File: src/rtl/spi_responder.sv
// SPI mode-0 responder: synchronizes the asynchronous SPI pins into the clk_i
// domain, shifts one byte per slot in each direction and keeps a single-entry
// TX holding buffer that the local side refills between byte slots.
module spi_responder #(
    parameter int unsigned SYNC_STAGES = 2
) (
    input  logic       clk_i,
    input  logic       rst_i,
    input  logic       spi_sck_i,
    input  logic       spi_cs_i,
    input  logic       spi_mosi_i,
    output logic       spi_miso_o,
    input  logic [7:0] tx_data_i,
    input  logic       tx_valid_i,
    output logic       tx_ready_o,
    output logic [7:0] rx_data_o,
    output logic       rx_valid_o,
    output logic       busy_o,
    output logic       underrun_o,
    output logic       abort_o
);

    localparam logic [0:0] IDLE  = 1'b0;
    localparam logic [0:0] SHIFT = 1'b1;

    logic [SYNC_STAGES-1:0] sck_sync;
    logic [SYNC_STAGES-1:0] cs_sync;
    logic [SYNC_STAGES-1:0] mosi_sync;
    logic                   sck_d;
    logic                   cs_d;
    logic [SYNC_STAGES:0]   sync_vld;
    logic                   armed;

    logic       sck_s;
    logic       cs_s;
    logic       mosi_s;
    logic       sck_rise;
    logic       sck_fall;
    logic       cs_rise;
    logic       cs_fall;
    logic       slot_start;
    logic       tx_load;

    logic [0:0] state;
    logic [2:0] bit_cnt;
    logic [6:0] rx_sr;
    logic [7:0] tx_sr;
    logic [7:0] tx_buf;
    logic       buf_full;
    logic       byte_done;
    logic       rx_done;

    // Pin synchronizers plus one extra delayed copy of SCK/CS for edge detection.
    // The synchronizers reset to CS=1, so with CS held low across reset the chain
    // would show a fake CS fall; 'armed' only allows frame starts once CS has
    // been seen high through a fully refilled chain.
    always_ff @(posedge clk_i) begin
        if (rst_i) begin
            sck_sync  <= '0;
            cs_sync   <= '1;
            mosi_sync <= '0;
            sck_d     <= 1'b0;
            cs_d      <= 1'b1;
            sync_vld  <= '0;
            armed     <= 1'b0;
        end else begin
            sck_sync  <= {sck_sync[SYNC_STAGES-2:0], spi_sck_i};
            cs_sync   <= {cs_sync[SYNC_STAGES-2:0], spi_cs_i};
            mosi_sync <= {mosi_sync[SYNC_STAGES-2:0], spi_mosi_i};
            sck_d     <= sck_sync[SYNC_STAGES-1];
            cs_d      <= cs_sync[SYNC_STAGES-1];
            sync_vld  <= {sync_vld[SYNC_STAGES-1:0], 1'b1};
            if (sync_vld[SYNC_STAGES] && cs_sync[SYNC_STAGES-1]) begin
                armed <= 1'b1;
            end
        end
    end

    // Edge detects, byte-slot start and buffer-load qualification.
    always_comb begin
        sck_s      = sck_sync[SYNC_STAGES-1];
        cs_s       = cs_sync[SYNC_STAGES-1];
        mosi_s     = mosi_sync[SYNC_STAGES-1];
        sck_rise   = sck_s & ~sck_d;
        sck_fall   = ~sck_s & sck_d;
        cs_rise    = cs_s & ~cs_d;
        cs_fall    = ~cs_s & cs_d & armed;
        slot_start = ((state == IDLE) && cs_fall) ||
                     ((state == SHIFT) && !cs_rise && sck_fall && byte_done);
        tx_load    = tx_valid_i && !buf_full;
    end

    // Frame FSM, shift registers, TX holding buffer and status pulses.
    always_ff @(posedge clk_i) begin
        if (rst_i) begin
            state      <= IDLE;
            bit_cnt    <= '0;
            rx_sr      <= '0;
            tx_sr      <= '0;
            tx_buf     <= '0;
            buf_full   <= 1'b0;
            byte_done  <= 1'b0;
            rx_done    <= 1'b0;
            rx_data_o  <= '0;
            rx_valid_o <= 1'b0;
            underrun_o <= 1'b0;
            abort_o    <= 1'b0;
        end else begin
            rx_done    <= 1'b0;
            rx_valid_o <= rx_done;
            underrun_o <= 1'b0;
            abort_o    <= 1'b0;

            // A load can only happen into an empty buffer and a slot only
            // consumes a full one, so the two never collide; a load in the
            // slot-start cycle therefore waits for the following slot.
            if (tx_load) begin
                tx_buf   <= tx_data_i;
                buf_full <= 1'b1;
            end else if (slot_start && buf_full) begin
                buf_full <= 1'b0;
            end

            if (slot_start) begin
                byte_done <= 1'b0;
                if (buf_full) begin
                    tx_sr <= tx_buf;
                end else begin
                    tx_sr      <= 8'hFF;
                    underrun_o <= 1'b1;
                end
            end

            case (state)
                IDLE: begin
                    if (cs_fall) begin
                        state   <= SHIFT;
                        bit_cnt <= '0;
                        rx_sr   <= '0;
                    end
                end
                default: begin
                    if (cs_rise) begin
                        state     <= IDLE;
                        abort_o   <= (bit_cnt != 3'd0);
                        bit_cnt   <= '0;
                        rx_sr     <= '0;
                        byte_done <= 1'b0;
                    end else if (sck_rise) begin
                        rx_sr   <= {rx_sr[5:0], mosi_s};
                        bit_cnt <= bit_cnt + 3'd1;
                        if (bit_cnt == 3'd7) begin
                            rx_data_o <= {rx_sr, mosi_s};
                            rx_done   <= 1'b1;
                            byte_done <= 1'b1;
                        end
                    end else if (sck_fall && !byte_done) begin
                        tx_sr <= {tx_sr[6:0], 1'b1};
                    end
                end
            endcase
        end
    end

    assign spi_miso_o = (state == SHIFT) ? tx_sr[7] : 1'b1;
    assign tx_ready_o = ~buf_full;
    assign busy_o     = (state == SHIFT);

endmodule
File: config.mk
export PLATFORM = sky130hd
export DESIGN_NAME = spi_responder
export DESIGN_NICKNAME = d
export VERILOG_FILES = /design/src/rtl/spi_responder.sv
export SDC_FILE = /design/constraint.sdc
export NUM_CORES = 1
export LEC_CHECK = 0
export CORE_MARGIN = 2
export CORE_UTILIZATION = 57
export CTS_CLUSTER_DIAMETER = 60
export DETAILED_ROUTE_END_ITERATION = 10
export PLACE_DENSITY_LB_ADDON = 0.15
export SKIP_LAST_GASP = 1
export SYNTH_ARGS = -nofsm -noshare
export SYNTH_HDL_FRONTEND = slang
export SYNTH_SLANG_ARGS = --single-unit
File: constraint.sdc
create_clock -name clk_i -period 2.85 [get_ports clk_i]
set_input_delay 0.57 -clock clk_i [delete_from_list [all_inputs] [get_ports clk_i]]
set_output_delay 0.57 -clock clk_i [all_outputs]
set_load 0.01 [all_outputs]
# [Word-level counts from Yosys, hierarchy flattened]
# Index checks and enable logic that the tools add are counted.
[totals] regBits=53 latchBits=0 mem_bits_rw=0 mem_bits_ro=0 input_bits=14 out_inout_bits=14 word_cells=85 n_memories=0
[op_classes] addsub=1 mul=0 div_mod_pow=0 n_lt_le_gt_ge=0 n_eq_ne=2 shifts=0 n_mux=28 bitwise_logic=14 n_reduce_logical=20
[ops] op="two-way mux 8 bit" n=6
[ops] op="two-way mux 7 bit" n=4
[ops] op="two-way mux 1 bit" n=14
[ops] op="two-way mux 3 bit" n=4
[ops] op="NOT 1 bit" n=9
[ops] op="logical AND 1 bit" n=8
[ops] op="bitwise AND 1 bit" n=5
[ops] op="AND reduction 4 bit" n=1
[ops] op="nonzero test 2 bit" n=2
[ops] op="OR reduction 4 bit" n=1
[ops] op="adder 3 x 1 -> 3 bit (second input constant)" n=1
[ops] op="equality test 3 bit (second input constant)" n=1
[ops] op="zero test 1 bit" n=3
[ops] op="!= test 3 bit (second input constant)" n=1
[ops] op="nonzero test 3 bit" n=1
[ops] op="OR reduction 3 bit" n=1
[ops] op="AND reduction 2 bit" n=1
[ops] op="OR reduction 2 bit" n=1
[ops] op="logical OR 1 bit" n=1

# [Logic depth before layout (Yosys ltp)]
# Gate-level depths: netlist (run 1).
[logic_depth] word_depth=12 depth_mapped=6 mapped_depth_nobuf=5

# [Worst setup path after synthesis (run 1)]
# OpenSTA, ideal clock, no wires.
[synth_timing] kind="in2reg" from="in rst_i" to="reg tx_sr[7]" setup_time_ns=0.133 arrival_ns=1.396 slack_ns=1.321 stages=4 n_path_buf=1 path_cell_list="clkbuf_1 > inv_2 > a32oi_4 > o221ai_2"
[synth_lines] element="start: declaration" line="8" text="input logic rst_i,"
[synth_lines] element="end signal: assignment" line="127" text="tx_sr <= tx_buf;"
[synth_lines] element="end signal: assignment" line="158" text="tx_sr <= {tx_sr[6:0], 1'b1};"
[synth_lines] element="end: declaration" line="47" text="logic [7:0] tx_sr;"

# [Final worst setup path (run 1)]
[layout_timing] from="reg state, in the netlist busy_o" to="out busy_o"
[layout_lines] element="start: declaration" line="44" text="logic [0:0] state;"
[layout_lines] element="start signal: assignment" line="96" text="state <= IDLE;"
[layout_lines] element="start signal: assignment" line="137" text="state <= SHIFT;"
[layout_lines] element="start signal: assignment" line="144" text="state <= IDLE;"
[layout_lines] element="end: declaration" line="18" text="output logic busy_o,"
# No word-level cell between the ends.

==> results of run 1 <==
area by class of cell:
type | count | share of cell area (%)
clock buffer | 6 | 2.13
clock inverter | 1 | 0.311
inverter | 12 | 1.87
multi-input combinational | 139 | 37.5
sequential | 53 | 44.0
tap | 46 | 2.38
timing repair buffer | 29 | 11.8
layer usage:
| layer | global-route usage (%) | part of all wire (%) |
|---|---|---|
| met4 | 8.97 | 2.3 |
| met2 | 35.8 | 51 |
| met3 | 6.51 | 3.3 |
| met1 | 23.3 | 43 |
| met5 | 0 | 0 |
final timing paths:
kind | from | to | slack [ps] | depth (start not counted)
setup / recovery | busy_o | busy_o | 710 | 1
hold / removal | cs_sync[0] | cs_sync[1] | 430 | 1
setup reg to reg | sck_sync[1] | byte_done | 1090 | 3
hold reg to reg | cs_sync[0] | cs_sync[1] | 430 | 1
metrics by stage:
step / cells / area (µm²) / hold slack (ps) / setup slack, ps / utilization, %
2_1_floorplan: 213 / 2050 / 389 / 1320 / -
3_3_place_gp: 279 / 2350 / 392 / 769 / 69.5
3_5_place_dp: 279 / 2350 / 402 / 716 / 69.5
4_1_cts: 286 / 2410 / 436 / 702 / 71.2
5_1_grt: 286 / 2410 / 464 / 627 / 71.2
6_report: 286 / 2410 / 433 / 713 / 71.2
logic make-up after synthesis:
kind of cell,Yosys count,synth area share [%]
fa+ha+maj,3,1.83
simple gates,95,22.8
compound gates,24,11.1
flops,53,51.6
buf+inv,21,4.26
mux,17,8.28
placed cells by master (no fill, tap or decap):
cell type        synthesis  final
nand3b_1                 2      2
dfxtp_1                 53     53
clkinvlp_4               0      1
clkdlybuf4s50_1          0     27
nand2b_1                 2      2
nor2b_1                 10     10
nor3_1                   3      3
and3_4                   1      1
o21ai_1                  1      1
nor2_4                   1      1
o31ai_1                  1      1
a32oi_4                  1      1
inv_1                   10     10
nor4b_2                  1      1
or3_1                    1      1
o2111a_1                 1      1
ha_1                     3      3
a21oi_1                 11     11
mux2i_1                 17     17
inv_2                    2      2
buf_4                    0      2
clkbuf_8                 0      1
nor2_1                  20     20
and4bb_4                 1      1
nand2_2                  1      1
or2_2                    3      3
nand4_1                  2      2
and2b_4                  2      2
a41oi_1                  1      1
a221oi_1                 1      1
or2_1                    1      1
nand2_1                 44     44
clkbuf_4                 0      5
o221ai_2                 7      7
report_power, final:
group	leakage (nW)	switching [mW]	internal [mW]
Clock	0.0303	0.220	0.116
Combinational	0.466	0.0427	0.0369
Sequential	0.431	0.00964	0.758
Total	0.927	0.272	0.911
flip-flops by register name (all words and copies together) (netlist names), 2 cells and up:
register,flops
tx_buf,8
rx_data_o,8
cs_sync,2
bit_cnt,3
tx_sr,8
sck_sync,2
mosi_sync,2
rx_sr,7
sync_vld,3
==> impl_metrics.yaml, run 1 <==
global_routing:
  track_usage_pct: 20.7
  grt.overflow.total: 0
  grt_pass1_wl_mm: 6.54
  grt_max_degree: 21
  grt_antenna_before_repair: 0
  grt_pass1_vias: 1483
drt:
  wl_per_cell_um: 13.2
  via_count: 1506
  route.detailed.drc: 0
  wirelength_mm: 3.77
  detail-route-antenna-nets: 0
  routed_via_density: 5.27
  drt_pass1_iterations: 4
  first_iter_violations: 78
worst_setup_path:
  path_max_fanout: 13
  startpoint_type: "flip-flop"
  critPathArrivalTime_ps: 1570
  crit_required_ps: 2280
  crit_buf_inv: 1
  end_kind: "output pin"
  path_class: "flip-flop to output pin"
  critPathSlowestCell: "clkdlybuf4s50_1"
  slowest_delay_ps: 620
  cp_cell_sequence: "clkdlybuf4s50_1"
  crit_family: "buffers and inverters"
final_layout:
  nFillCells: 245
  regArea_um2: 1060
  layout-drive-gt1-share_pct: 12.1
  multiInputGateArea_um2: 906
  diodes: 0
  syn_to_final_growth_pct: 17.5
  nNetsFinal: 257
power:
  p_per_area_nw_per_um2: 490
  power.leakage_nw: 0.927
  ir_drop_mv: 0.323
  total_power_mw: 1.18
cts:
  clk_pin_slew_worst_paths_ps: 140
  cts_made_buffers: 5
  clock_path_buffers: 2
  clock_latency_ps: 380
  cts_tree: "yes"
  htree_levels: 2
  clock-sinks: 53
  cts_root_buffer: "clkbuf_4"
  cts_hold_buf: 0
  post_cts_resized: 0
  post-cts-setup-buffers: 0
timing:
  tns_ps: 0
  post-route-period-util_pct: 75.0
  slew_viol_final: 0
  setup_viol: 0
  tightest_slew_ps: 706
  rsz0062_at_grt: "false"
  hold_violations: 0
  relSlewSlack_pct: 52.8
  max_freq_mhz: 468
  finClkSkew_ps: 19.9
  period_needed_ps: 2140
floorplanning:
  initial_core_util_pct: 60.6
  die_h_um: 64.0
  core_area_um2: 3390
  fp.dieW_um: 64.0
  rows: 21
  ios: 28
  die-area_um2: 4100
logic_synthesis:
  synth_edf_count: 0
  syn_inst: 213
  ys_top_cells_by_count: "dfxtp_1 (53), nand2_1 (44), nor2_1 (20)"
  yosys_warnings: 0
  syn_avg_cell_area_um2: 9.65
  synthArstFlopShare_pct: 0
  synth-seq-cells: 53
  yosys.cell_count.top_type: "dfxtp_1"
  syn_nets: 230
  ys_seq_area_share_pct: 51.6
  synth_cell_types: 32
  synth-main-ff-cell: "dfxtp_1"
  ys_top_cells_by_area: "dfxtp_1 (52%), mux2i_1 (8.3%), nand2_1 (8.0%)"
  yosysTopAreaCellShare_pct: 51.6
  synth.largest_area_cell: "dfxtp_1"
  synth_area_um2: 2050
placement:
  hpwl_mm: 2.75
  portBuffers: 27
  place_congestion: 0.803
outcome:
  outcome: "finished, final reports clean"
flow_run:
  cap_violations: 0
hold_path:
  min_path_type: "flip-flop to flip-flop"
No activity file was read; power rests on OpenSTA's default activity.
==> inputs of run 2 (changes only) <==
--- a/config.mk
+++ b/config.mk
@@ -6,7 +6,7 @@
 export NUM_CORES = 1
 export LEC_CHECK = 0
 export CORE_MARGIN = 2
-export CORE_UTILIZATION = 57
+export CORE_UTILIZATION = 53
 export CTS_CLUSTER_DIAMETER = 60
 export DETAILED_ROUTE_END_ITERATION = 10
 export PLACE_DENSITY_LB_ADDON = 0.15
==> constraint.sdc (replaced) <==
create_clock -name clk_i -period 2.2 [get_ports clk_i]
set_input_delay 0.44 -clock clk_i [delete_from_list [all_inputs] [get_ports clk_i]]
set_output_delay 0.44 -clock clk_i [all_outputs]
set_load 0.01 [all_outputs]
==> run 2 against run 1 <==
  * Non-clock buffer count is 4 higher
  * Die area is 7.1% higher
  * Largest cell class unchanged
  * Sequential power is 29% higher
  * Highest routed layer unchanged
  * Critical path depth stayed put
  * First-iteration DRC count is 18% lower
  * Flip-flop and latch count stayed put
  * Utilization is 3.3 points lower
  * Sequential share of layout area is 1.6 points lower
  * Critical endpoint unchanged
==> impl_metrics.yaml, run 2 (same netlist as run 1, synthesis figures left out) <==
cts:
  cts_made_buffers: 5
  post-cts-setup-buffers: 0
  clock_path_buffers: 2
  clock-sinks: 53
  cts_tree: "yes"
  cts_hold_buf: 0
  clock_latency_ps: 310
  post_cts_resized: 0
  htree_levels: 2
  cts_root_buffer: "clkbuf_8"
  clk_pin_slew_worst_paths_ps: 90
final_layout:
  diodes: 0
  final_common_cell: "dfxtp_1"
  layout_common_cells: "dfxtp_1 (53), nand2_1 (44), clkdlybuf4s50_1 (27)"
  nNetsFinal: 261
  layout-drive-gt1-share_pct: 13.5
  reg_top3: "rx_data_o x8, tx_buf x8, tx_sr x8"
  design_area_um2: 2500
  syn_to_final_growth_pct: 21.9
timing:
  setup_viol: 0
  post-route-period-util_pct: 88.2
  relSlewSlack_pct: 72.2
  max_freq_mhz: 515
  slew_viol_final: 0
  hold_violations: 0
  finClkSkew_ps: 5.41
  tns_ps: 0
  tightest_slew_ps: 418
  setup_slack_ps: 259
  rsz0062_at_grt: "false"
  period_needed_ps: 1940
global_routing:
  grt_antenna_before_repair: 0
  grt_pass1_wl_mm: 6.11
  grt.overflow.total: 0
  top_usage_layer: "met2"
  use_met3_pct: 3.58
  met2_usage_pct: 31.1
  grt_max_degree: 20
  met1_usage_pct: 21.8
  track_usage_pct: 18.3
  grt_pass1_vias: 1412
drt:
  first_iter_violations: 64
  route.detailed.drc: 0
  drt_pass1_iterations: 4
  wl_per_cell_um: 12.4
  wirelength_mm: 3.64
  via_count: 1472
  detail-route-antenna-nets: 0
  routed_via_density: 5.02
power:
  total_power_mw: 1.78
  ir_drop_mv: 0.489
  power.leakage_nw: 0.975
  p_per_area_nw_per_um2: 712
worst_setup_path:
  cp_cell_sequence: "clkdlybuf4s50_1"
  crit_buf_inv: 1
  crit_family: "buffers and inverters"
  slowest_delay_ps: 620
  critPathSlowestCell: "clkdlybuf4s50_1"
  critPathArrivalTime_ps: 1500
  path_max_fanout: 13
  path_class: "flip-flop to output pin"
  crit_required_ps: 1760
  end_kind: "output pin"
  startpoint_type: "flip-flop"
hold_path:
  min_path_type: "flip-flop to flip-flop"
floorplanning:
  die_h_um: 66.3
  core_area_um2: 3690
  ios: 28
  die-area_um2: 4390
  initial_core_util_pct: 55.7
  rows: 22
  fp.dieW_um: 66.3
placement:
  hpwl_mm: 2.54
  portBuffers: 27
  place_congestion: 0.793
  preCtsSetupSlack_ps: 217
  placed_area_um2: 2390
flow_run:
  cap_violations: 0
outcome:
  outcome: "finished, final reports clean"
[run 2: cell count changes in the layout (fill, tap and decap cells not counted)]
cell / previous run / this run
buf_4: 2 / 6
clkbuf_8: 1 / 6
clkinvlp_4: 1 / 0
bufinv_16: 0 / 1
clkbuf_4: 5 / 0
clkbuf_1: 0 / 1
[run 2: power breakdown]
part / internal (mW) / leakage (nW) / total (mW) / switching [mW]
clock: 0.371 / 0.0585 / 0.685 / 0.314
combinational: 0.0497 / 0.486 / 0.104 / 0.0544
sequential: 0.981 / 0.431 / 0.993 / 0.0123
total: 1.40 / 0.975 / 1.78 / 0.381
[run 2: path summary, 6_finish.rpt]
kind,cells after the start,slack [ps],to,startpoint
hold / removal,1,410,cs_sync[1],cs_sync[0]
setup / recovery,1,260,busy_o,busy_o
setup reg to reg,3,510,tx_sr[4],busy_o
hold reg to reg,1,410,cs_sync[1],cs_sync[0]
[run 2: area by class of cell]
class	count	area (µm²)
inverters	12	45.0
well taps	48	60.1
flip-flops and latches	53	1060
clock inverters	1	30.0
multi-input cells	139	906
clock buffers	7	86.3
fillers	309	1180
repair buffers	33	315
[run 2: metrics by stage]
stage / cells / hold WS (ps) / utilization [%]
floorplan: 213 / 389 / -
global placement: 285 / 393 / 64.7
detailed placement: 285 / 397 / 64.7
CTS: 293 / 419 / 67.9
global route: 293 / 436 / 67.9
finish: 293 / 415 / 67.9
[run 2: metal layers]
| layer | vias up | wire, µm |
|---|---|---|
| li1 | 769 | - |
| met2 | 20 | 1750 |
| met3 | 6 | 109 |
| met5 | - | 0 |
| met4 | 0 | 66 |
| met1 | 677 | 1720 |
[run 2: worst register-to-register path, stage by stage, from the launching register on]
cell and delay [ps]:
dfxtp_1 570, and4bb_4 280, or3_1 530, o221ai_2 230
==> inputs of run 3 (changes only) <==
==> constraint.sdc (replaced) <==
create_clock -name clk_i -period 1.85 [get_ports clk_i]
set_input_delay 0.37 -clock clk_i [delete_from_list [all_inputs] [get_ports clk_i]]
set_output_delay 0.37 -clock clk_i [all_outputs]
set_load 0.01 [all_outputs]
==> run 3 against run 2 <==
  * Via count grew 3.0%
  * Power rose by 25%
  * Setup slack lost 140 ps
  * Flip-flop and latch count is the same
  * Clock power increased by 34%
  * Combinational power grew 22%
  * Worst hold slack better by 17 ps
  * Cell count increased by 0.68%
  * Cell area increased by 1.3%
  * Clock skew up 2.1 ps
  * Non-clock buffer count increased by 2
  * Sequential share of layout area shrank 0.54 points
==> impl_metrics.yaml, run 3 (same netlist as run 1, synthesis figures left out) <==
power:
  total_power_mw: 2.22
  p_per_area_nw_per_um2: 876
  ir_drop_mv: 0.587
  power.leakage_nw: 0.995
cts:
  cts_hold_buf: 0
  clock_path_buffers: 2
  clock_latency_ps: 310
  htree_levels: 2
  post_cts_resized: 0
  clk_pin_slew_worst_paths_ps: 90
  cts_made_buffers: 5
  cts_root_buffer: "clkbuf_8"
  cts_tree: "yes"
  post-cts-setup-buffers: 0
  clock-sinks: 53
global_routing:
  grt_antenna_before_repair: 0
  use_met3_pct: 4.26
  grt_pass1_wl_mm: 6.06
  top_usage_layer: "met2"
  track_usage_pct: 18.4
  grt_max_degree: 23
  grt.overflow.total: 0
  grt_pass1_vias: 1351
  met1_usage_pct: 21.9
  met2_usage_pct: 30.9
drt:
  wl_per_cell_um: 12.4
  drt_pass1_iterations: 4
  wirelength_mm: 3.66
  via_count: 1516
  route.detailed.drc: 0
  routed_via_density: 5.14
  first_iter_violations: 79
  detail-route-antenna-nets: 0
placement:
  portBuffers: 27
  place_congestion: 0.777
  hpwl_mm: 2.55
  placed_area_um2: 2400
timing:
  finClkSkew_ps: 7.47
  max_freq_mhz: 576
  period_needed_ps: 1740
  setup_viol: 0
  rsz0062_at_grt: "false"
  tns_ps: 0
  hold_violations: 0
  post-route-period-util_pct: 93.8
  tightest_slew_ps: 428
  slew_viol_final: 0
  relSlewSlack_pct: 71.5
outcome:
  outcome: "finished, final reports clean"
final_layout:
  regArea_um2: 1060
  nFillCells: 321
  reg_top3: "rx_data_o x8, tx_buf x8, tx_sr x8"
  diodes: 0
  multiInputGateArea_um2: 906
  nNetsFinal: 263
  layout-drive-gt1-share_pct: 14.6
  layout_common_cells: "dfxtp_1 (53), nand2_1 (44), clkdlybuf4s50_1 (27)"
  final_common_cell: "dfxtp_1"
  design_area_um2: 2540
  syn_to_final_growth_pct: 23.4
floorplanning:
  initial_core_util_pct: 55.7
  fp.dieW_um: 66.3
  rows: 22
  core_area_um2: 3690
  die-area_um2: 4390
  ios: 28
  die_h_um: 66.3
flow_run:
  cap_violations: 0
hold_path:
  min_path_type: "flip-flop to flip-flop"
worst_setup_path:
  path_max_fanout: 10
  crit_required_ps: 1480
  critPathArrivalTime_ps: 1370
  startpoint_type: "flip-flop"
  end_kind: "output pin"
  path_class: "flip-flop to output pin"
## run 3: cell count changes in the layout (fill, tap and decap cells not counted)
cell / previous run / this run
clkbuf_1: 1 / 0
bufinv_16: 1 / 2
clkinv_2: 0 / 1
buf_4: 6 / 8
clkbuf_8: 6 / 5
## run 3: report_power, final
part | internal, mW | switching [mW]
clock network | 0.537 | 0.378
registers | 1.17 | 0.0137
logic | 0.0607 | 0.0664
total | 1.76 | 0.458
## run 3: area by class of cell
| class | instances | share of cell area [%] |
|---|---|---|
| Sequential cell | 53 | 41.8 |
| Multi-Input combinational cell | 139 | 35.7 |
| Timing Repair Buffer | 35 | 13.0 |
| Clock buffer | 5 | 2.71 |
| Clock inverter | 3 | 2.57 |
| Tap cell | 48 | 2.37 |
| Inverter | 12 | 1.78 |
## run 3: final timing paths
path                    from    endpoint  slack [ps]  depth (start not counted)
setup reg to reg  cs_sync[1]    tx_sr[4]         290                          4
hold / removal    cs_sync[0]  cs_sync[1]         430                          1
setup / recovery    buf_full  tx_ready_o         110                          2
hold reg to reg   cs_sync[0]  cs_sync[1]         430                          1
## run 3: metal layers
metal / wire (µm) / part of all wire, %
met3: 111 / 3.0
met4: 61 / 1.7
met5: 0 / 0
met1: 1650 / 45
met2: 1830 / 50
## run 3: critical path: stages (launching register included)
cell,delay (ps)
dfxtp_1,350
inv_2,150
clkdlybuf4s50_1,560
## run 3: metrics by stage
stage | setup slack, ps | hold slack (ps) | cells | utilization [%]
final | 115 | 432 | 295 | 68.8
after global routing | 45.6 | 447 | 295 | 68.8
after CTS | 112 | 438 | 295 | 68.8
after detailed placement | -63.6 | 415 | 287 | 65.1
after global placement | -22.9 | 392 | 287 | 65.1
after floorplan | 485 | 389 | 213 | -
